[src/rtl/dram_arbiter_if.sv]
// ---------------------------------------------------------------------------
// dram_arbiter_if
// Bundles every signal between the dram arbiter, its two requesters and the
// sdram controller.
//
// Signals (directions given from the arbiter's side):
//   p0_req/p0_we/p0_addr/p0_wdata    in   port 0 (cpu) request and payload
//   p0_ack/p0_rdata/p0_err           out  port 0 completion, read data, timeout flag
//   p1_*                             -    the same set for port 1 (vga/gpu fetch)
//   m_addr/m_wdata/m_read/m_write    out  address, data and strobes to the controller
//   m_rdata/m_busy/m_ready           in   controller read data, busy, completion
//
// Modports:
//   slave  - the arbiter itself
//   master - the surroundings (requesters plus controller), e.g. a testbench
// ---------------------------------------------------------------------------
interface dram_arbiter_if #(
    parameter int AW = 24,
    parameter int DW = 16
) ();

    logic          p0_req;
    logic          p0_we;
    logic [AW-1:0] p0_addr;
    logic [DW-1:0] p0_wdata;
    logic          p0_ack;
    logic [DW-1:0] p0_rdata;
    logic          p0_err;

    logic          p1_req;
    logic          p1_we;
    logic [AW-1:0] p1_addr;
    logic [DW-1:0] p1_wdata;
    logic          p1_ack;
    logic [DW-1:0] p1_rdata;
    logic          p1_err;

    logic [AW-1:0] m_addr;
    logic [DW-1:0] m_wdata;
    logic          m_read;
    logic          m_write;
    logic [DW-1:0] m_rdata;
    logic          m_busy;
    logic          m_ready;

    modport slave (
        input  p0_req, p0_we, p0_addr, p0_wdata,
        output p0_ack, p0_rdata, p0_err,
        input  p1_req, p1_we, p1_addr, p1_wdata,
        output p1_ack, p1_rdata, p1_err,
        output m_addr, m_wdata, m_read, m_write,
        input  m_rdata, m_busy, m_ready
    );

    modport master (
        output p0_req, p0_we, p0_addr, p0_wdata,
        input  p0_ack, p0_rdata, p0_err,
        output p1_req, p1_we, p1_addr, p1_wdata,
        input  p1_ack, p1_rdata, p1_err,
        input  m_addr, m_wdata, m_read, m_write,
        output m_rdata, m_busy, m_ready
    );

endinterface

[src/rtl/dram_arbiter.sv]
// ---------------------------------------------------------------------------
// dram_arbiter
// Shares the single sdram controller port between port 0 (cpu data bus) and
// port 1 (vga/gpu framebuffer fetch). One transaction is outstanding at a
// time. Port 1 has priority, but after STARVE consecutive port-1 grants with
// port 0 waiting, port 0 is served. A watchdog completes a transaction with
// an error if the controller never answers.
//
// Ports:
//   i_clki   in   single clock, all logic on the rising edge
//   i_rst    in   synchronous, active-high reset
//   bus      -    dram_arbiter_if.slave: requester ports p0_*/p1_* and the
//                 controller port m_*
// ---------------------------------------------------------------------------
module dram_arbiter #(
    parameter int AW      = 24,
    parameter int DW      = 16,
    parameter int STARVE  = 4,
    parameter int TIMEOUT = 255
) (
    input  logic           i_clki,
    input  logic           i_rst,
    dram_arbiter_if.slave  bus
);

    localparam int SW = (STARVE < 1) ? 1 : $clog2(STARVE + 1);

    typedef enum logic [1:0] {
        ST_IDLE,
        ST_ISSUE,
        ST_WAIT
    } state_t;

    state_t        r_state;
    state_t        w_stateNext;

    logic          r_id;
    logic          r_we;
    logic [AW-1:0] r_addr;
    logic [DW-1:0] r_wdata;
    logic [SW-1:0] r_starveCnt;
    logic [7:0]    r_toCnt;

    logic          r_p0Ack;
    logic          r_p1Ack;
    logic          r_p0Err;
    logic          r_p1Err;
    logic [DW-1:0] r_p0Rdata;
    logic [DW-1:0] r_p1Rdata;

    logic          w_starved;
    logic          w_grant0;
    logic          w_grant1;
    logic          w_toHit;
    logic          w_mRead;
    logic          w_mWrite;

    // Port 0 is starved once it has watched STARVE port-1 grants go by; only
    // then does port 1 lose its priority.
    assign w_starved = bus.p0_req && (r_starveCnt == SW'(STARVE));
    assign w_grant1  = bus.p1_req && !w_starved;
    assign w_grant0  = !w_grant1 && bus.p0_req;

    // The watchdog fires in the WAIT cycle whose increment would reach
    // TIMEOUT, so the error ack lands TIMEOUT+1 cycles after the strobe.
    assign w_toHit = ((r_toCnt + 8'd1) == 8'(TIMEOUT));

    // Next-state and strobe decode. The strobe is combinational in ISSUE so
    // it follows m_busy within the same cycle and lasts exactly one cycle.
    always_comb begin
        w_stateNext = r_state;
        w_mRead     = 1'b0;
        w_mWrite    = 1'b0;
        unique case (r_state)
            ST_IDLE: begin
                if (w_grant0 || w_grant1) begin
                    w_stateNext = ST_ISSUE;
                end
            end
            ST_ISSUE: begin
                if (!bus.m_busy) begin
                    w_mRead     = !r_we;
                    w_mWrite    = r_we;
                    w_stateNext = ST_WAIT;
                end
            end
            ST_WAIT: begin
                if (bus.m_ready || w_toHit) begin
                    w_stateNext = ST_IDLE;
                end
            end
            default: begin
                w_stateNext = ST_IDLE;
            end
        endcase
    end

    // State register plus the datapath: grant latch, starvation counter,
    // watchdog counter and the per-port completion registers. Acks and errors
    // are one-cycle pulses, so they default low every cycle.
    always_ff @(posedge i_clki) begin
        if (i_rst) begin
            r_state     <= ST_IDLE;
            r_id        <= 1'b0;
            r_we        <= 1'b0;
            r_addr      <= '0;
            r_wdata     <= '0;
            r_starveCnt <= '0;
            r_toCnt     <= '0;
            r_p0Ack     <= 1'b0;
            r_p1Ack     <= 1'b0;
            r_p0Err     <= 1'b0;
            r_p1Err     <= 1'b0;
            r_p0Rdata   <= '0;
            r_p1Rdata   <= '0;
        end else begin
            r_state <= w_stateNext;
            r_p0Ack <= 1'b0;
            r_p1Ack <= 1'b0;
            r_p0Err <= 1'b0;
            r_p1Err <= 1'b0;
            case (r_state)
                ST_IDLE: begin
                    r_toCnt <= '0;
                    if (w_grant1) begin
                        r_id    <= 1'b1;
                        r_we    <= bus.p1_we;
                        r_addr  <= bus.p1_addr;
                        r_wdata <= bus.p1_wdata;
                    end else if (w_grant0) begin
                        r_id    <= 1'b0;
                        r_we    <= bus.p0_we;
                        r_addr  <= bus.p0_addr;
                        r_wdata <= bus.p0_wdata;
                    end
                    // Counts only port-1 wins that port 0 had to sit through.
                    if (w_grant0 || !bus.p0_req) begin
                        r_starveCnt <= '0;
                    end else if (w_grant1 && (r_starveCnt != SW'(STARVE))) begin
                        r_starveCnt <= r_starveCnt + 1'b1;
                    end
                end
                ST_WAIT: begin
                    if (bus.m_ready) begin
                        r_toCnt <= '0;
                        if (r_id) begin
                            r_p1Ack <= 1'b1;
                            if (!r_we) begin
                                r_p1Rdata <= bus.m_rdata;
                            end
                        end else begin
                            r_p0Ack <= 1'b1;
                            if (!r_we) begin
                                r_p0Rdata <= bus.m_rdata;
                            end
                        end
                    end else if (w_toHit) begin
                        r_toCnt <= '0;
                        if (r_id) begin
                            r_p1Ack <= 1'b1;
                            r_p1Err <= 1'b1;
                        end else begin
                            r_p0Ack <= 1'b1;
                            r_p0Err <= 1'b1;
                        end
                    end else begin
                        r_toCnt <= r_toCnt + 8'd1;
                    end
                end
                default: begin
                end
            endcase
        end
    end

    assign bus.p0_ack   = r_p0Ack;
    assign bus.p0_err   = r_p0Err;
    assign bus.p0_rdata = r_p0Rdata;
    assign bus.p1_ack   = r_p1Ack;
    assign bus.p1_err   = r_p1Err;
    assign bus.p1_rdata = r_p1Rdata;
    assign bus.m_addr   = r_addr;
    assign bus.m_wdata  = r_wdata;
    assign bus.m_read   = w_mRead;
    assign bus.m_write  = w_mWrite;

endmodule

[src/flat_wrapper.sv]
// flat-port wrapper written by rule: the top's interface ports become plain ports
module dram_arbiter_flat 
#(
    parameter int AW      = 24,
    parameter int DW      = 16,
    parameter int STARVE  = 4,
    parameter int TIMEOUT = 255
)
  (i_clki, i_rst, bus_p0_req, bus_p0_we, bus_p0_addr, bus_p0_wdata, bus_p0_ack, bus_p0_rdata, bus_p0_err, bus_p1_req, bus_p1_we, bus_p1_addr, bus_p1_wdata, bus_p1_ack, bus_p1_rdata, bus_p1_err, bus_m_addr, bus_m_wdata, bus_m_read, bus_m_write, bus_m_rdata, bus_m_busy, bus_m_ready);
  dram_arbiter_if #(.AW(AW), .DW(DW)) bus_i ();
  input  logic i_clki;
  input  logic i_rst;
  input wire logic [$bits(bus_i.p0_req)-1:0] bus_p0_req;
  input wire logic [$bits(bus_i.p0_we)-1:0] bus_p0_we;
  input wire logic [$bits(bus_i.p0_addr)-1:0] bus_p0_addr;
  input wire logic [$bits(bus_i.p0_wdata)-1:0] bus_p0_wdata;
  output wire logic [$bits(bus_i.p0_ack)-1:0] bus_p0_ack;
  output wire logic [$bits(bus_i.p0_rdata)-1:0] bus_p0_rdata;
  output wire logic [$bits(bus_i.p0_err)-1:0] bus_p0_err;
  input wire logic [$bits(bus_i.p1_req)-1:0] bus_p1_req;
  input wire logic [$bits(bus_i.p1_we)-1:0] bus_p1_we;
  input wire logic [$bits(bus_i.p1_addr)-1:0] bus_p1_addr;
  input wire logic [$bits(bus_i.p1_wdata)-1:0] bus_p1_wdata;
  output wire logic [$bits(bus_i.p1_ack)-1:0] bus_p1_ack;
  output wire logic [$bits(bus_i.p1_rdata)-1:0] bus_p1_rdata;
  output wire logic [$bits(bus_i.p1_err)-1:0] bus_p1_err;
  output wire logic [$bits(bus_i.m_addr)-1:0] bus_m_addr;
  output wire logic [$bits(bus_i.m_wdata)-1:0] bus_m_wdata;
  output wire logic [$bits(bus_i.m_read)-1:0] bus_m_read;
  output wire logic [$bits(bus_i.m_write)-1:0] bus_m_write;
  input wire logic [$bits(bus_i.m_rdata)-1:0] bus_m_rdata;
  input wire logic [$bits(bus_i.m_busy)-1:0] bus_m_busy;
  input wire logic [$bits(bus_i.m_ready)-1:0] bus_m_ready;
  assign bus_i.p0_req = bus_p0_req;
  assign bus_i.p0_we = bus_p0_we;
  assign bus_i.p0_addr = bus_p0_addr;
  assign bus_i.p0_wdata = bus_p0_wdata;
  assign bus_p0_ack = bus_i.p0_ack;
  assign bus_p0_rdata = bus_i.p0_rdata;
  assign bus_p0_err = bus_i.p0_err;
  assign bus_i.p1_req = bus_p1_req;
  assign bus_i.p1_we = bus_p1_we;
  assign bus_i.p1_addr = bus_p1_addr;
  assign bus_i.p1_wdata = bus_p1_wdata;
  assign bus_p1_ack = bus_i.p1_ack;
  assign bus_p1_rdata = bus_i.p1_rdata;
  assign bus_p1_err = bus_i.p1_err;
  assign bus_m_addr = bus_i.m_addr;
  assign bus_m_wdata = bus_i.m_wdata;
  assign bus_m_read = bus_i.m_read;
  assign bus_m_write = bus_i.m_write;
  assign bus_i.m_rdata = bus_m_rdata;
  assign bus_i.m_busy = bus_m_busy;
  assign bus_i.m_ready = bus_m_ready;
  dram_arbiter #(.AW(AW), .DW(DW), .STARVE(STARVE), .TIMEOUT(TIMEOUT)) u_core (.i_clki(i_clki), .i_rst(i_rst), .bus(bus_i));
endmodule
[config.mk]
export PLATFORM = sky130hd
export DESIGN_NAME = dram_arbiter_flat
export DESIGN_NICKNAME = d
export VERILOG_FILES = /design/src/rtl/dram_arbiter_if.sv /design/src/rtl/dram_arbiter.sv /design/src/flat_wrapper.sv
export SDC_FILE = /design/constraint.sdc
export NUM_CORES = 1
export LEC_CHECK = 0
export CELL_PAD_IN_SITES_DETAIL_PLACEMENT = 1
export CELL_PAD_IN_SITES_GLOBAL_PLACEMENT = 2
export CORE_MARGIN = 4
export CORE_UTILIZATION = 20
export CTS_CLUSTER_DIAMETER = 100
export CTS_CLUSTER_SIZE = 12
export DETAILED_ROUTE_END_ITERATION = 8
export GPL_TIMING_DRIVEN = 1
export PLACE_DENSITY_LB_ADDON = 0.1
export RECOVER_POWER = 100
export SYNTH_ARGS = -nofsm -noshare
export SYNTH_HDL_FRONTEND = slang
export SYNTH_SLANG_ARGS = --single-unit
[constraint.sdc]
create_clock -name i_clki -period 1.8 [get_ports i_clki]
set_input_delay 0.18 -clock i_clki [delete_from_list [all_inputs] [get_ports i_clki]]
set_output_delay 0.18 -clock i_clki [all_outputs]
set_load 0.005 [all_outputs]
======== Word level (Yosys, flattened, before mapping) ========
Index checks and enable logic that the tools add are counted.
storage, ports and cells
  register bits after elaboration ......... 91
  input port bits ......................... 104
  output and inout bits ................... 78
  logic and storage cells ................. 75
cells by class
  add/sub/neg operators ................... 2
  equality and inequality tests ........... 8
  muxes and demuxes ....................... 27
  bitwise gates (word level) .............. 3
  reduce and logical (&&, ||, !) cells .... 22
operators by type and width
  operator                                                          number
  24-bit 2-to-1 mux                                                 2
  16-bit 2-to-1 mux                                                 2
  8-bit 2-to-1 mux                                                  2
  8-bit case mux with 2 select lines                                1
  1-bit 2-to-1 mux                                                  14
  8-bit by 1-bit adder with 8-bit output (second input constant)    1
  8-bit == test (second input constant)                             1
  4-bit AND reduction                                               2
  2-bit 2-to-1 mux                                                  3
  3-bit 2-to-1 mux                                                  2
  2-bit case mux with 3 select lines                                1
  2-bit nonzero test                                                3
  1-bit logical AND                                                 4
  1-bit zero test                                                   4
  2-bit by 1-bit != test with 1-bit output (second input constant)  2
  2-bit AND reduction                                               2
  3-bit by 1-bit adder with 3-bit output (second input constant)    1
  3-bit == test (second input constant)                             1
  1-bit logical OR                                                  3
  3-bit != test (second input constant)                             1
  1-bit NOT                                                         3
  3-bit AND reduction                                               1
  3-bit OR reduction                                                1
  2-bit by 1-bit == test with 1-bit output (second input constant)  1
  4 further kinds                                                   4

======== Depth between registers and ports, before layout ========
  depth after elaboration ................. 9
  mapped depth ............................ 9

======== Least setup slack after synthesis ========
Ideal clock, no wire load.
  path type ............................... register to register
  from .................................... register u_core.r_toCnt[1]
  to ...................................... register u_core.r_toCnt[2]
  arrival ................................. 1596 ps
  required time ........................... 1686 ps
  setup slack ............................. 91 ps
  stages on the path, launching flop included .. 8
  buffers on the path ..................... 0
  cell sequence ........................... dfxtp_1 > ha_1 > nand3_2 > nor3_2 > o221ai_4 > o2111ai_2 > a21oi_1 > a21o_1
on the way
  cells in the longest elaborated chain, start to end .. 5
ends and longest elaborated chain
  element                                   line                                     source
  start: declaration                        dram_arbiter.sv:42                       logic [7:0] r_toCnt;
  start signal: assignment                  dram_arbiter.sv:167                      r_toCnt <= r_toCnt + 8'd1;
  8-bit by 1-bit adder with 8-bit output *  dram_arbiter.sv:66, dram_arbiter.sv:167
  8-bit == test                             dram_arbiter.sv:66                       assign w_toHit = ((r_toCnt + 8'd1) == 8'(TIMEOUT));
  8-bit 2-to-1 mux *                        dram_arbiter.sv:157                      end else if (w_toHit) begin
  8-bit 2-to-1 mux *                        dram_arbiter.sv:144                      if (bus.m_ready) begin
  8-bit case mux with 2 select lines *      dram_arbiter.sv:122                      case (r_state)
Mark *: on every way between the ends. The rest lies on a longest branch, timed or not.
A chain may end at the register's enable or synchronous reset.

======== Final worst setup path ========
  from .................................... register u_core.r_state[1]
  to ...................................... output bus_m_write
on the way
  cells in the longest elaborated chain, start to end .. 2
ends and longest elaborated chain
  element                                   line                 source
  start: declaration                        dram_arbiter.sv:34   state_t r_state;
  start signal: assignment                  dram_arbiter.sv:117  r_state <= w_stateNext;
  2-bit by 1-bit == test with 1-bit output  dram_arbiter.sv:74   unique case (r_state)
  1-bit 2-to-1 mux                          dram_arbiter.sv:74
  end: declaration                          flat_wrapper.sv:30   output wire logic [$bits(bus_i.m_write)-1:0] bus_m_write;
Every way passes these cells.

==> results.md <==
* Clock-pin slew on the worst setup and hold paths at 70 ps
* Clock Skews at 6.41 ps
* Final min period at 1740 ps
* Mean post-synth cell area at 7.88 um2
* Min-delay src: i_rst
* Worst EP arrival at 1560 ps
* CTS Buffer Depth at 2
* Post-synthesis cell count at between 400 and 500
* Layout area overhead at 66.3%
* Cts hold-fix bufs at 0
* Grt ovf at 0
* CP startpoint kind: flip-flop
* FMAX at between 500 and 600 MHz
* Worst slew margin at 0.741
* ANT cells at 0
* Hold Crit Class: in2reg
* Critical Path RT at ~1600 ps
* Slew Limit Fails at 0
* Synth unique cells at 43
* Clock Tree Root: clkbuf_16
* Total wire length at 14700 um
* Initial core utilization at 0.207
* R2r worst-path depth at 7
* H-tree depth at 3
* Final period util at 0.965
* Antenna violations before repair at 1
* Reg2Reg Setup Slack at between 100 and 150 ps
* Synthesized flop and latch total at 91
* Num CTS Buffers at 9
* Number of flops mapped to enable cells by yosys at 0
* Seq/Total Area, Yosys at 0.465
* ANT nets after route at 0
* Peak supply drop at 0.394 mV
* Hold Path End: u_core.r_toCnt[7]$_SDFFE_PP0P_
* Power density over the cells at between 700 and 800 nW/um2
* Final setup viols at 0
* Worst-Margin Slew at just under 400 ps
* Finished Layout Cells at 948
* Most frequent cell after synthesis: nand2_1
* Post-synth top cells: 163 x nand2_1, 91 x dfxtp_1, 55 x nor2_1
* DIE AREA at about 22000 um2
* Critical path fanouts, max at 6
* Hold Violations, Final at 0
* Worst skew pair latency at ~340 ps
* CTS tree: yes
* # Max-Cap Violations at 0
* Vias in the first global route at approximately 4600
* DR WL/cell at 15.5 um
* Post-Synthesis Cell Area at 3920 um2
* Final Wtd Congestion at 0.721
* Placed Instances at 930
* Number of iterations in the first detailed-routing pass at 4
* Design area at 6520 um2
* Critical path class: reg2out
* Tot Pwr at 5.04 mW
* Core area at ~19000 um2
* Placed cell area at roughly 6200 um2
* Port buffer count at 181
* Hold Path Depth at 2
* Status: complete, no violations
* DRC violations left at 0
* Yosys top cell area share at 0.465
* CTS sink count at 91
* # rows at 50
* Detailed placement HPWL at 11100 um
* Leak pwr at 2.57 nW
* Global-route wire length before repair at 23900 um
* GR Util All Layers at 0.136
* Via count at 4114
* Chip height at between 100 and 150 um
* Ports at 182
* Area contributors post-synth: dfxtp_1 46%, nand2_1 16%, a311oi_1 9.2%, nor2_1 5.3%, a21oi_1 5.2%
* Syn_nets at 605
* Post-synth top flop: dfxtp_1
* Async S/R FF share, synth at 0
* FF-to-FF Start: u_core.r_toCnt[0]$_SDFFE_PP0P_
* Die Width at roughly 150 um
* DRT iter0 DRCs at 115
* Crit end category: output port
* Pin count of the biggest net entering global routing at 39
* Reg2reg end: u_core.r_toCnt[2]$_SDFFE_PP0P_
* Layout cells sized above 1 at 0.113
* Total Nets Final at 791
* Synth warn at 0
* Routed vias/inst at 4.34
* Largest area contributor in the netlist: dfxtp_1
## layout make-up
type | count | area [um2]
fill | 2237 | 12400
timing repair buffer | 213 | 2100
multi-input combinational | 357 | 1930
sequential | 91 | 1830
tap | 260 | 325
clock buffer | 10 | 229
clock inverter | 6 | 66.3
inverter | 11 | 41.3
## worst max path at each step
stage                              startpoint                                  to  cells after the start
6_report       u_core.r_state[1]$_SDFFE_PP0P_                         bus_m_write                      4
3_5_place_dp                       bus_p0_req   u_core.bus.m_addr[8]$_SDFFE_PP0P_                      6
3_3_place_gp                       bus_p0_req  u_core.bus.m_addr[14]$_SDFFE_PP0P_                      6
5_1_grt        u_core.r_toCnt[0]$_SDFFE_PP0P_        u_core.bus.p0_ack$_SDFF_PP0_                      8
2_1_floorplan  u_core.r_toCnt[1]$_SDFFE_PP0P_      u_core.r_toCnt[2]$_SDFFE_PP0P_                      7
4_1_cts        u_core.r_state[1]$_SDFFE_PP0P_                         bus_m_write                      4
## report_power, final
group / leakage [nW] / total [mW] / switching (mW) / internal [mW]
clock network: 0.135 / 1.92 / 0.839 / 1.08
registers: 0.747 / 2.20 / 0.0621 / 2.14
logic: 1.69 / 0.927 / 0.406 / 0.522
## state kept, by name, indices dropped and copies added, names as in the netlist, 2 cells and up
register             cells
u_core.bus.m_addr       24
u_core.bus.m_wdata      16
u_core.bus.p0_rdata     16
u_core.r_toCnt           8
u_core.r_state           2
u_core.r_starveCnt       3
u_core.bus.p1_rdata     16
## per-stage QoR
step	utilization	hold WS [ps]	setup TNS (ps)	worst slack [ps]
4_1_cts	0.341	205	0	2.35
2_1_floorplan	-	316	0	90.5
3_3_place_gp	0.325	442	0	72.5
5_1_grt	0.344	224	-22.1	-18.5
6_report	0.344	215	0	62.9
3_5_place_dp	0.325	448	0	17.8
## critical path: stages, from the launching register on
cell and delay [ps]:
dfxtp_2 360, inv_1 90, nand3_2 110, nor2_4 140
clkdlybuf4s50_1 510
## metal layers
layer	global-route usage	up-vias	wire length, um
met4	0.0374	2	165
li1	-	2053	-
met1	0.156	1938	6060
met5	0	-	8
met3	0.0616	11	1360
met2	0.230	110	7090
## cells by family after synthesis
group | after synthesis | synth area share
buffers and inverters | 49 | 0.0572
muxes | 2 | 0.00543
DFF | 91 | 0.465
AOI/OAI and AO/OA | 103 | 0.197
and+or+nand+nor | 248 | 0.263
adders and majority gates | 4 | 0.0128
## placed cells by master, fill, tap and decap left out, types with 3 or more instances in the layout
cell and instances:
buf_4 25, nand3_1 4, buf_12 5, clkdlybuf4s50_1 103
nand2_1 163, dlygate4sd3_1 76, clkbuf_16 9, a21o_1 5
a21oi_2 3, dfxtp_1 86, inv_1 11, nor2_1 51
clkinvlp_4 3, nor2_2 4, clkbuf_1 3, ha_1 3
a311oi_1 41, a21oi_1 40, dfxtp_2 5, nand4_1 3
## what timing repair did
item,4_1_cts,5_1_grt
resized for setup,4,13
buffers inserted,0,2
endpoints found under the setup margin,2,15
pin swaps,0,2
No activity file was read; power rests on OpenSTA's default activity.
==> RTL edit (config.mk and constraints unchanged) <==
`AW` is set to 24 in 3 places; all go to 36.
--- a/src/rtl/dram_arbiter_if.sv
+++ b/src/rtl/dram_arbiter_if.sv
@@ -16,5 +16,5 @@
 // ---------------------------------------------------------------------------
 interface dram_arbiter_if #(
-    parameter int AW = 24,
+    parameter int AW = 36,
     parameter int DW = 16
 ) ();
--- a/src/rtl/dram_arbiter.sv
+++ b/src/rtl/dram_arbiter.sv
@@ -14,5 +14,5 @@
 // ---------------------------------------------------------------------------
 module dram_arbiter #(
-    parameter int AW      = 24,
+    parameter int AW      = 36,
     parameter int DW      = 16,
     parameter int STARVE  = 4,
--- a/src/flat_wrapper.sv
+++ b/src/flat_wrapper.sv
@@ -2,5 +2,5 @@
 module dram_arbiter_flat 
 #(
-    parameter int AW      = 24,
+    parameter int AW      = 36,
     parameter int DW      = 16,
     parameter int STARVE  = 4,
Interface: changed (resized bus_m_addr, bus_p0_addr and bus_p1_addr); port bits go from 182 to 218. The function was not compared with the original's and may differ.
==> RTL edit against the original RTL <==
Clock skew rose by 0.00096 ns. Design area rose by 13%. Wire length increased by 19%. Register-to-register slack got worse by 0.06 ns. Worst setup slack lost 0.011 ns. Area after synthesis increased by 10%. Sequential cell count up 12. Total power is 12% higher. Synthesized cell count increased by 12%. Critical path depth increased by 4. Critical path type is now flop to flop.
==> RTL edit: results (changes against the original RTL) <==
| Metric | Value |
|---|---|
| Max reg flops | `36 (was 24)` |
| Initial antenna violation count | `2 (was 1)` |
| Cells after DPL | `1039 (was 930)` |
| Starting DRT DRC Count | `157 (was 115)` |
| Largest net degree at the start of global routing | `51 (was 39)` |
| Crit path max fanout | `4 (was 6)` |
| Cell Area, Placed | `6970 um^2 (was 6160 um^2)` |
| Leakage power | `2.94 nW (was 2.57 nW)` |
| Final setup skew | `0.00738 ns (was 0.00641 ns)` |
| Top cells by count, synth | `nand2_1 (184), dfxtp_1 (103), nor2_1 (67), a311oi_1 (53), a21oi_1 (43) (was nand2_1 (163), dfxtp_1 (91), nor2_1 (55), a21oi_1 (41), a311oi_1 (41))` |
| Multiplexer share of the synthesized area | `0.00492 (was 0.00543)` |
| Compound-Gate Fraction of Synth Area | `0.193 (was 0.197)` |
| Critical path data arrival time | `1.99 ns (was 1.56 ns)` |
| Routed WL | `17500 um (was 14700 um)` |
| Port buffer count | `217 (was 181)` |
| Synth Area in Adders | `0.0116 (was 0.0128)` |
| Pre-CTS setup slack | `-0.191 ns (was 0.0178 ns)` |
| Status | `complete, no violations (unchanged)` |
| Syn Inst Count | `559 (was 497)` |
| Sequential area share after synthesis | `0.477 (was 0.465)` |
| Number of global-route vias before repair | `5145 (was 4550)` |
| Power, Total | `5.65 mW (was 5.04 mW)` |
| First-pass GRT wire length | `27800 um (was 23900 um)` |
| Synth unique cells | `41 (was 43)` |
| Synthesized netlist net count | `691 (was 605)` |
| Switching portion of total power | `0.283 (was 0.259)` |
| Max VDD drop | `0.000338 V (was 0.000394 V)` |
| Seq group | `2.51 mW (was 2.20 mW)` |
[RTL edit: cell types whose count changed after synthesis, sizes merged, moves of 2 or more]
cell | before | now
buf | 22 | 15
dfxtp | 91 | 103
inv | 11 | 9
clkbuf | 16 | 28
nor2 | 56 | 67
a21o | 5 | 3
o21ai | 3 | 5
nand2 | 163 | 184
a311oi | 41 | 53
[RTL edit: repair_timing]
item                                    in CTS  in global routing
cloned                                       0                  1
pin swaps                                    0                  6
setup buffers                                0                  1
endpoints found under the setup margin       9                 27
hold buffers                                 0                  0
endpoints found under the hold margin        0                  0
gates resized for setup                      6                 16
[RTL edit: path summary, 6_finish.rpt]
| kind | cells past startpoint | slack (ns) | to |
|---|---|---|---|
| hold reg to reg | 2 | 0.45 | u_core.bus.p1_rdata[12] |
| setup reg to reg | 8 | 0.05 | u_core.r_toCnt[2] |
| hold / removal | 2 | 0.26 | u_core.r_id |
| setup / recovery | 8 | 0.05 | u_core.r_toCnt[2] |
[RTL edit: cell type report]
type | instances | area share
inverter | 9 | 0.00459
multi-input combinational | 404 | 0.292
tap | 275 | 0.0468
clock buffer | 9 | 0.0306
sequential | 103 | 0.281
clock inverter | 7 | 0.00970
timing repair buffer | 250 | 0.335
antenna | 1 | 0.000340
[RTL edit: per-layer routing]
layer  GRT usage  wire [um]
met1       0.168       7210
met2       0.239       8460
met3      0.0548       1410
met4      0.0547        391
met5           0         34
[RTL edit: worst max-delay path: stages, from the launching register on]
cell       delay, ns
dfxtp_2         0.34
ha_4            0.16
or2b_1          0.24
a21oi_2         0.18
o221ai_4        0.16
o2111ai_2       0.21
buf_4           0.16
a21oi_2         0.03
a21o_1          0.15
